--- src/rtl/mem_access_unit_pkg.sv ---
// -----------------------------------------------------------------------------
// mem_access_unit_pkg
// Shared definitions for the data-memory access unit: controller state
// encoding, the machine word width and the default number of implemented
// memory words.
// -----------------------------------------------------------------------------
package mem_access_unit_pkg;

    localparam int WORD_WIDTH        = 16;
    localparam int DEFAULT_MEM_DEPTH = 16;

    // Wide enough for READ_LATENCY-1 with READ_LATENCY up to 7.
    localparam int LAT_WIDTH = 3;

    typedef enum logic [1:0] {
        IDLE  = 2'd0,
        ISSUE = 2'd1,
        WAIT  = 2'd2,
        RESP  = 2'd3
    } state_t;

endpackage : mem_access_unit_pkg

--- src/rtl/mem_access_unit.sv ---
// -----------------------------------------------------------------------------
// mem_access_unit
// Initiator-side controller for the 16-bit data memory. Accepts one load or
// store at a time over a valid/ready request channel, drives the memory pins
// (address, write data, r_flag, w_flag) for exactly one ISSUE cycle, waits out
// the memory read latency, and returns the result on a valid/ready response
// channel. Out-of-range addresses are answered with rsp_err and never reach
// the memory.
//
// Ports:
//   clk, rst_n                  clock (rising edge), async active-low reset
//   req_valid/req_ready         request handshake
//   req_we, req_addr, req_wdata store enable, word address, store data
//   rsp_valid/rsp_ready         response handshake
//   rsp_rdata, rsp_err          load data (0 for stores/errors), range error
//   mem_address, mem_write_data memory address / write data pins
//   mem_r_flag, mem_w_flag      memory read / write strobes
//   mem_read_data               memory read data
//   txn_count                   completed-response counter (wraps)
// -----------------------------------------------------------------------------
module mem_access_unit
    import mem_access_unit_pkg::*;
#(
    parameter int ADDR_WIDTH   = 16,
    parameter int DATA_WIDTH   = WORD_WIDTH,
    parameter int MEM_DEPTH    = DEFAULT_MEM_DEPTH,
    parameter int READ_LATENCY = 1
) (
    input  logic                         clk,
    input  logic                         rst_n,
    input  logic                         req_valid,
    output logic                         req_ready,
    input  logic                         req_we,
    input  logic [ADDR_WIDTH-1:0]        req_addr,
    input  logic signed [DATA_WIDTH-1:0] req_wdata,
    output logic                         rsp_valid,
    input  logic                         rsp_ready,
    output logic signed [DATA_WIDTH-1:0] rsp_rdata,
    output logic                         rsp_err,
    output logic [ADDR_WIDTH-1:0]        mem_address,
    output logic signed [DATA_WIDTH-1:0] mem_write_data,
    output logic                         mem_r_flag,
    output logic                         mem_w_flag,
    input  logic signed [DATA_WIDTH-1:0] mem_read_data,
    output logic [15:0]                  txn_count
);

    // WAIT counts down from READ_LATENCY-1; unused when READ_LATENCY is 0.
    localparam logic [LAT_WIDTH-1:0] LAT_INIT =
        (READ_LATENCY > 0) ? LAT_WIDTH'(READ_LATENCY - 1) : '0;

    state_t               state;
    logic                 op_we;
    logic [LAT_WIDTH-1:0] lat_cnt;
    logic                 addr_ok;

    assign addr_ok = (req_addr < ADDR_WIDTH'(MEM_DEPTH));

    // Decoded from the state register only. req_ready is also gated by
    // rst_n so it stays low while the unit is held in reset.
    assign req_ready = rst_n && (state == IDLE);
    assign rsp_valid = (state == RESP);

    // NOTE: every register here, including the data-path holding registers,
    // is cleared by the async reset so the memory pins are defined from the
    // moment rst_n falls; all updates use non-blocking assignments so each
    // branch reads the pre-edge values of the other registers.
    always_ff @(posedge clk or negedge rst_n) begin
        if (!rst_n) begin
            state          <= IDLE;
            op_we          <= 1'b0;
            lat_cnt        <= '0;
            mem_address    <= '0;
            mem_write_data <= '0;
            mem_r_flag     <= 1'b0;
            mem_w_flag     <= 1'b0;
            rsp_rdata      <= '0;
            rsp_err        <= 1'b0;
            txn_count      <= '0;
        end else begin
            unique case (state)
                IDLE: begin
                    if (req_valid) begin
                        op_we     <= req_we;
                        rsp_rdata <= '0;
                        rsp_err   <= 1'b0;
                        if (addr_ok) begin
                            mem_address <= req_addr;
                            if (req_we) begin
                                mem_write_data <= req_wdata;
                            end
                            // Exactly one strobe is raised for the ISSUE cycle.
                            mem_w_flag <= req_we;
                            mem_r_flag <= !req_we;
                            state      <= ISSUE;
                        end else begin
                            // Rejected without touching the memory pins.
                            rsp_err <= 1'b1;
                            state   <= RESP;
                        end
                    end
                end

                ISSUE: begin
                    mem_w_flag <= 1'b0;
                    mem_r_flag <= 1'b0;
                    if (op_we) begin
                        state <= RESP;
                    end else if (READ_LATENCY == 0) begin
                        // Combinational memory: data is valid alongside r_flag.
                        rsp_rdata <= mem_read_data;
                        state     <= RESP;
                    end else begin
                        lat_cnt <= LAT_INIT;
                        state   <= WAIT;
                    end
                end

                WAIT: begin
                    if (lat_cnt == '0) begin
                        rsp_rdata <= mem_read_data;
                        state     <= RESP;
                    end else begin
                        lat_cnt <= lat_cnt - 1'b1;
                    end
                end

                RESP: begin
                    if (rsp_ready) begin
                        txn_count <= txn_count + 16'd1;
                        state     <= IDLE;
                    end
                end

                default: state <= IDLE;
            endcase
        end
    end

endmodule : mem_access_unit

--- config.mk ---
export PLATFORM = sky130hd
export DESIGN_NAME = mem_access_unit
export DESIGN_NICKNAME = d
export VERILOG_FILES = /design/src/rtl/mem_access_unit_pkg.sv /design/src/rtl/mem_access_unit.sv
export SDC_FILE = /design/constraint.sdc
export NUM_CORES = 1
export LEC_CHECK = 0
export ABC_AREA = 1
export BUFFER_PORTS_ARGS = -buffer_cell sky130_fd_sc_hd__clkbuf_2
export CAP_MARGIN = 20
export CELL_PAD_IN_SITES_DETAIL_PLACEMENT = 1
export CELL_PAD_IN_SITES_GLOBAL_PLACEMENT = 1
export CORE_MARGIN = 1.5
export CORE_UTILIZATION = 30
export CTS_CLUSTER_DIAMETER = 200
export DETAILED_ROUTE_END_ITERATION = 12
export PLACE_DENSITY_LB_ADDON = 0.25
export SLEW_MARGIN = 20
export SYNTH_ARGS = -nofsm -noshare
export SYNTH_HDL_FRONTEND = slang
export SYNTH_SLANG_ARGS = --single-unit
--- constraint.sdc ---
create_clock -name clk -period 4.3 [get_ports clk]
set_clock_uncertainty 0.2 [all_clocks]
set_input_delay 0 -clock clk [delete_from_list [all_inputs] [get_ports clk]]
set_output_delay 0 -clock clk [all_outputs]
set_load 0.01 [all_outputs]
# Yosys cells after proc, flatten, opt, wreduce, memory -nomap -nowiden
# Index checks and enable logic that the tools add are counted.
# W data, S select, Z words.
# op_classes
muxes	19
n_reduce_logical	15
n_lt_le_gt_ge	1
n_addsub	2
eq_ne	9
# op_table
operator	n
$mux W16	2
$pmux W16 S2	1
$add A16 B1 Y16 const B	1
$lt A16 B5 Y1 const B	1
$reduce_and A3 Y1	5
$ne A2 B2 Y1 const B	5
$mux W2	4
$pmux W2 S4	1
$mux W1	6
$mux W3	2
$pmux W3 S2	1
$reduce_bool A2 Y1	3
$eq A2 B2 Y1 const B	2
$pmux W1 S2	2
$reduce_and A2 Y1	2
$reduce_and A4 Y1	1
$logic_not A3 Y1	1
$sub A3 B1 Y3 const B	1
$eq A2 B1 Y1 const B	1
$logic_not A2 Y1	1
$ne A2 B1 Y1 const B	1
$logic_and A1 B1 Y1	1
$logic_not A1 Y1	1
# totals
wordCells	56
out_inout_bits	69
register_bits	73

# Depth between registers and ports, before layout
# Gate-level depths: netlist of the first run.
# depth
depth_word	4
ltp_mapped	11
depth_no_buf	11

# Worst setup path before layout of the first run
# No wires, ideal clock.
# synth_path
path_type	register to register
start	register state[0]
end	register state[0]
synth_period_minus_slack_ns	1.704
setup_ns	0.128
path_stages_with_launch	10
t_arrival_ns	1.376
path_slack_ns	2.596
path_cell_list	dfrtp_1 > inv_1 > ha_1 > buf_2 > nand2_1 > nand2_2 > inv_2 > o21ai_1 > o21ai_0 > o21ai_1
# synth_via
elab_chain_cells	3
word_cells_on_any_way	9
# synth_rtl
element	line_no	text
start, declared	mem_access_unit.sv:52	state_t state;
start signal, assigned	mem_access_unit.sv:70	state <= IDLE;
start signal, assigned	mem_access_unit.sv:95	state <= ISSUE;
start signal, assigned	mem_access_unit.sv:99	state <= RESP;
$eq A2 B2 Y1 or $logic_not A2 Y1 (tied branches)	mem_access_unit.sv:81	unique case (state)
$ne A2 B1 Y1 (no line) or $ne A2 B2 Y1 (tied branches)	-	
$reduce_and A3 Y1 (no line)	-	
# Several ways; a longest one is shown, not always the timed one.
# A chain may end at the register's enable or synchronous reset.

# Worst setup path in the final report of the first run
# layout_path
start	input req_addr[13]
end	register mem_write_data[1]
# layout_via
elab_chain_cells	2
# layout_rtl
element	line_no	text
start, declared	mem_access_unit.sv:34	input logic [ADDR_WIDTH-1:0] req_addr,
$lt A16 B5 Y1	mem_access_unit.sv:57	assign addr_ok = (req_addr < ADDR_WIDTH'(MEM_DEPTH));
$reduce_and A4 Y1 (no line)	-	
end signal, assigned	mem_access_unit.sv:90	mem_write_data <= req_wdata;
end, declared	mem_access_unit.sv:41	output logic signed [DATA_WIDTH-1:0] mem_write_data,
# No other way between the ends.

==> results.cfg, run 1 <==
[clocking]
ctsResizeCount = 0
cts_setup_buffers = 0
clk_pin_slew_ps = 70
clk_latency_ps = 340
clock_sinks = 73
cts_buffers = 9
tritoncts = built
cts_root_buf = clkbuf_8
cts_buffer_depth = 2
htree_levels = 3

[run]
maxCapViolCount = 0

[pwr]
power_leakage_nw = 2.74
power.density_mw_per_mm2 = 427
ir_drop_mv = 0.228

[synthesis]
synth_fp_nets = 416
syn_inst = 356
yosys_most_used_dff = dfrtp_1
netlist_area_sq_mm = 0.00321
yosys_register_bits = 73
synthesis.yosys.warnings = 0
synth.avg_cell_area_sq_um = 9.03
async_flop_share = 1.00
synth_edf_count = 0
ys_types = 32
seq_area_frac_synth = 0.569

[sta]
relSlewSlack = 0.368
finalSetupViolations = 0
rsz0062_at_grt = false
slew_viol_final = 0
fin_crit_ps = 3380
max_freq_mhz = 296
worst_pin_slew_ps = 948
period_share = 0.786
finalSetupTns_ps = 0
hold_violations = 0

[routing]
ant_nets = 0
remaining_drc_errors = 0
wire_per_inst_um = 13.7
drtIter0Drc = 101
via_per_inst = 4.47
first_pass_iters = 4
vias = 3033
routed_wl_um = 9280

[die]
core_area_sq_mm = 0.0104
die_x_um = 106
die_y_um = 106
die-area_sq_mm = 0.0113
row_count = 37
initial_utilization = 0.310
ioPinCount = 122

[worst_setup_path]
worstPathArrival_ps = 3450
path_delay_family = buffers and inverters
ff2ff_setup_slack_ps = 1530
cp_num_cells = 12
criticalPathCategory = primary input to flop
start_kind = primary input
critPathBufInv = 5
worstPathCellList = dlygate4sd3_1 -> clkbuf_2 -> nor2_1 -> dlygate4sd3_1 -> nand2_1 -> dlygate4sd3_1 -> nor2_4 -> nand3_4 -> nor2_8 -> nand2_1 -> nand2_1 -> dlygate4sd3_1
crit_required_ps = 4370
endpoint_kind = flop
path_max_fanout = 21
critical-path-max-stage-delay_ps = 590
r2r_cells = 9
slowest_stage = dlygate4sd3_1
crit_top_cell = dlygate4sd3_1

[global_route]
grt_pass1_wl_um = 15400
grt-ovfl-total = 0
grt_max_degree = 75
antenna_found_initial = 0
grt_usage = 0.173
grt_pass1_vias = 3200

[finish]
final_common_cell = nand2_1
mostFrequentLayoutCells = nand2_1 (125), clkbuf_2 (120), dfrtp_1 (73), dlygate4sd3_1 (61), inv_1 (38)
diodes = 0
fin_util = 0.458
fin_nets = 599
area_delta_synth_final_pct = 47.7
drive_above_1_share = 0.276

[placement]
port_buffers = 121
place_congestion = 0.724
dp_hpwl_um = 6030

[outcome]
outcome = finished, final reports clean

[worst_hold_path]
hold_class = primary input to flop
hold_depth = 6
layer usage:
metal	global-route usage	share of wire	up-vias	wire, um
met3	0.0399	0.053	6	493
li1	-	-	1477	-
met5	0	0	-	0
met1	0.222	0.46	1451	4250
met2	0.290	0.48	99	4460
met4	0.0495	0.0077	0	71
worst paths after layout:
| kind | end | from |
|---|---|---|
| worst max register to register | mem_write_data[1] | state[0] |
| max in group asynchronous | txn_count[0] | rst_n |
| worst min-delay path | state[1] | req_addr[4] |
| min in group asynchronous | rsp_rdata[15] | rst_n |
| worst max-delay path | mem_write_data[1] | req_addr[13] |
| worst min register to register | mem_address[6] | mem_address[6] |
power breakdown:
group	switching, W	internal (W)	leakage, nW
Clock	0.000260	0.000324	0.102
Combinational	0.000351	0.000225	1.68
Sequential	0.0000779	0.000789	0.961
kinds of logic after synthesis:
group,Yosys count,share of synthesized area
buffers and inverters,51,0.0685
xor gates and xnor gates,9,0.0245
muxes,1,0.00350
adders and majority gates,7,0.0273
DFF,73,0.569
AOI/OAI and AO/OA,28,0.0436
and+or+nand+nor,187,0.264
metrics by stage:
step                hold slack (ps)  setup WS, ps  cell area (sq um)  total power, W  instances
finish                         40.2           920               4740         0.00203        679
global route                   86.8           700               4740         0.00218        679
CTS                            14.7           977               4740         0.00206        679
detailed placement           -0.102          1830               3930         0.00143        603
global placement              -4.72          1990               3930         0.00140        603
floorplan                      -496          2600               3210         0.00121        356
synthesized netlist by cell type (2+ instances only):
| cell | count | area (sq um) |
|---|---|---|
| o21ai_0 | 22 | 110 |
| nand4_1 | 7 | 43.8 |
| nor3_1 | 2 | 10.0 |
| nor2_1 | 15 | 56.3 |
| nand2_1 | 125 | 469 |
| ha_1 | 7 | 87.6 |
| dfrtp_1 | 73 | 1830 |
| xnor2_1 | 5 | 43.8 |
| inv_2 | 3 | 11.3 |
| buf_2 | 4 | 20.0 |
| a21oi_1 | 2 | 10.0 |
| o21ai_1 | 4 | 20.0 |
| inv_1 | 38 | 143 |
| xor2_1 | 4 | 35.0 |
| nor2_4 | 2 | 22.5 |
| nand3_1 | 26 | 130 |
| nand2_2 | 2 | 12.5 |
layout make-up:
class	instances	area, sq um
fill	1236	5630
sequential	73	1830
clock buffer	10	128
inverter	41	154
tap	136	170
multi-input combinational	232	1170
clock inverter	5	81.3
timing repair buffer	182	1220
flip-flops by register name, summed over array words and instances, names as in the netlist:
register,cells
lat_cnt,3
mem_address,16
mem_r_flag,1
mem_w_flag,1
mem_write_data,16
op_we,1
rsp_err,1
rsp_rdata,16
state,2
txn_count,16
repair_timing:
item,4_1_cts,5_1_grt
endpoints found under the setup margin,0,0
hold buffers,61,0
hold endpoints to repair,120,0
worst min-delay path, cell delays in order:
cell and delay [ps]:
clkbuf_2 80, nor2_1 30, and2_1 210, nand3_1 120, nand2_1 50, nand2_1 50
Power figures use the tool's default switching activity.
==> run 2, diff against run 1 <==
Clock period 4.3 ns to 3.05 ns, I/O delays scaled along.
==> results.cfg, run 2 (synthesized netlist as in run 1, its figures left out) <==
[global_route]
grt-ovfl-total = 0
grt_max_degree = 38
grt_pass1_vias = 3195
antenna_found_initial = 0
grt_usage = 0.178
grt_pass1_wl_um = 15600

[die]
die_y_um = 106
die_x_um = 106
core_area_sq_mm = 0.0104
row_count = 37
die-area_sq_mm = 0.0113
ioPinCount = 122
initial_utilization = 0.310

[pwr]
power.density_mw_per_mm2 = 577
ir_drop_mv = 0.251
power_leakage_nw = 2.75

[outcome]
outcome = finished, final reports clean

[worst_setup_path]
r2r_cells = 9
criticalPathCategory = primary input to flop
regToRegStartpoint = state[0]
worstPathArrival_ps = 2870
critPathBufInv = 4
cp_num_cells = 11
path_delay_family = buffers and inverters
endpoint_kind = flop
path_max_fanout = 21
start_kind = primary input
critical-path-max-stage-delay_ps = 560
slowest_stage = dlygate4sd3_1
worstPathCellList = dlygate4sd3_1 -> clkbuf_2 -> nor2_1 -> dlygate4sd3_1 -> nand2_1 -> nor2_4 -> nand3_4 -> nor2_8 -> nand2_1 -> nand2_1 -> dlygate4sd3_1
startpoint = req_addr[11]
crit_required_ps = 3130

[clocking]
clock_sinks = 73
cts_setup_buffers = 0
clk_pin_slew_ps = 70
cts_hold_buf = 62
clk_latency_ps = 340
ctsResizeCount = 0
htree_levels = 3
cts_buffers = 9
tritoncts = built
cts_buffer_depth = 2
cts_root_buf = clkbuf_8

[sta]
hold_violations = 0
finalSetupViolations = 0
finalSetupTns_ps = 0
worst_pin_slew_ps = 911
slew_viol_final = 0
relSlewSlack = 0.391
fin_crit_ps = 2800
period_share = 0.917
max_freq_mhz = 358
rsz0062_at_grt = false

[finish]
mostFrequentLayoutCells = nand2_1 (125), clkbuf_2 (120), dfrtp_1 (73), dlygate4sd3_1 (61), inv_1 (38)
fin_nets = 602
final_common_cell = nand2_1
area_delta_synth_final_pct = 47.7
final_area_sq_mm = 0.00475
drive_above_1_share = 0.278
diodes = 0

[routing]
remaining_drc_errors = 0
wire_per_inst_um = 13.9
routed_wl_um = 9500
drtIter0Drc = 105
via_per_inst = 4.46
first_pass_iters = 4
vias = 3043
ant_nets = 0

[placement]
dpl_cell_area_sq_mm = 0.00394
port_buffers = 121
place_congestion = 0.744
dp_hpwl_um = 6220

[run]
maxCapViolCount = 0

[worst_hold_path]
hold_class = primary input to flop
hold_depth = 6
hold_path.startpoint = req_addr[5]
[run 2: tightest hold or removal path: stages]
cell and delay, ps:
clkbuf_2 80, nor2_1 30, and2_1 210, nand3_1 120, nand2_1 50, nand2_1 50
[run 2: report_power, final]
| group | total [W] | internal [W] | switching, W | leakage, nW |
|---|---|---|---|---|
| clock | 0.000683 | 0.000340 | 0.000343 | 0.0867 |
| sequential | 0.00122 | 0.00111 | 0.000110 | 0.961 |
| combinational | 0.000833 | 0.000327 | 0.000506 | 1.70 |
[run 2: path summary, 6_finish.rpt]
| path | end | slack, ps |
|---|---|---|
| min | state[1] | 20 |
| max reg2reg | mem_write_data[15] | 310 |
| min reg2reg | mem_address[8] | 270 |
| min in group asynchronous | rsp_rdata[15] | 550 |
| max | mem_write_data[15] | 250 |
| max in group asynchronous | rsp_rdata[0] | 1640 |
[run 2: per-layer routing]
metal,GRT usage,share of wire
met1,0.227,0.45
met2,0.295,0.49
met3,0.0337,0.048
met4,0.0714,0.015
met5,0,0
[run 2: layout make-up]
type | instances | area (sq um)
fill | 1273 | 5620
sequential | 73 | 1830
timing repair buffer | 185 | 1250
multi-input combinational | 232 | 1170
tap | 136 | 170
clock buffer | 14 | 163
inverter | 41 | 154
clock inverter | 2 | 12.5
[run 2: stage by stage]
| stage | std cells | util | total power (W) | hold WS, ps | setup WS, ps |
|---|---|---|---|---|---|
| 3_5_place_dp | 605 | 0.380 | 0.00202 | -191 | 757 |
| 4_1_cts | 683 | 0.458 | 0.00278 | 5.78 | 292 |
| 3_3_place_gp | 605 | 0.380 | 0.00198 | -193 | 924 |
| 2_1_floorplan | 356 | - | 0.00170 | -496 | 1350 |
| 6_report | 683 | 0.458 | 0.00274 | 23.0 | 254 |
| 5_1_grt | 683 | 0.458 | 0.00295 | 70.6 | 72.0 |
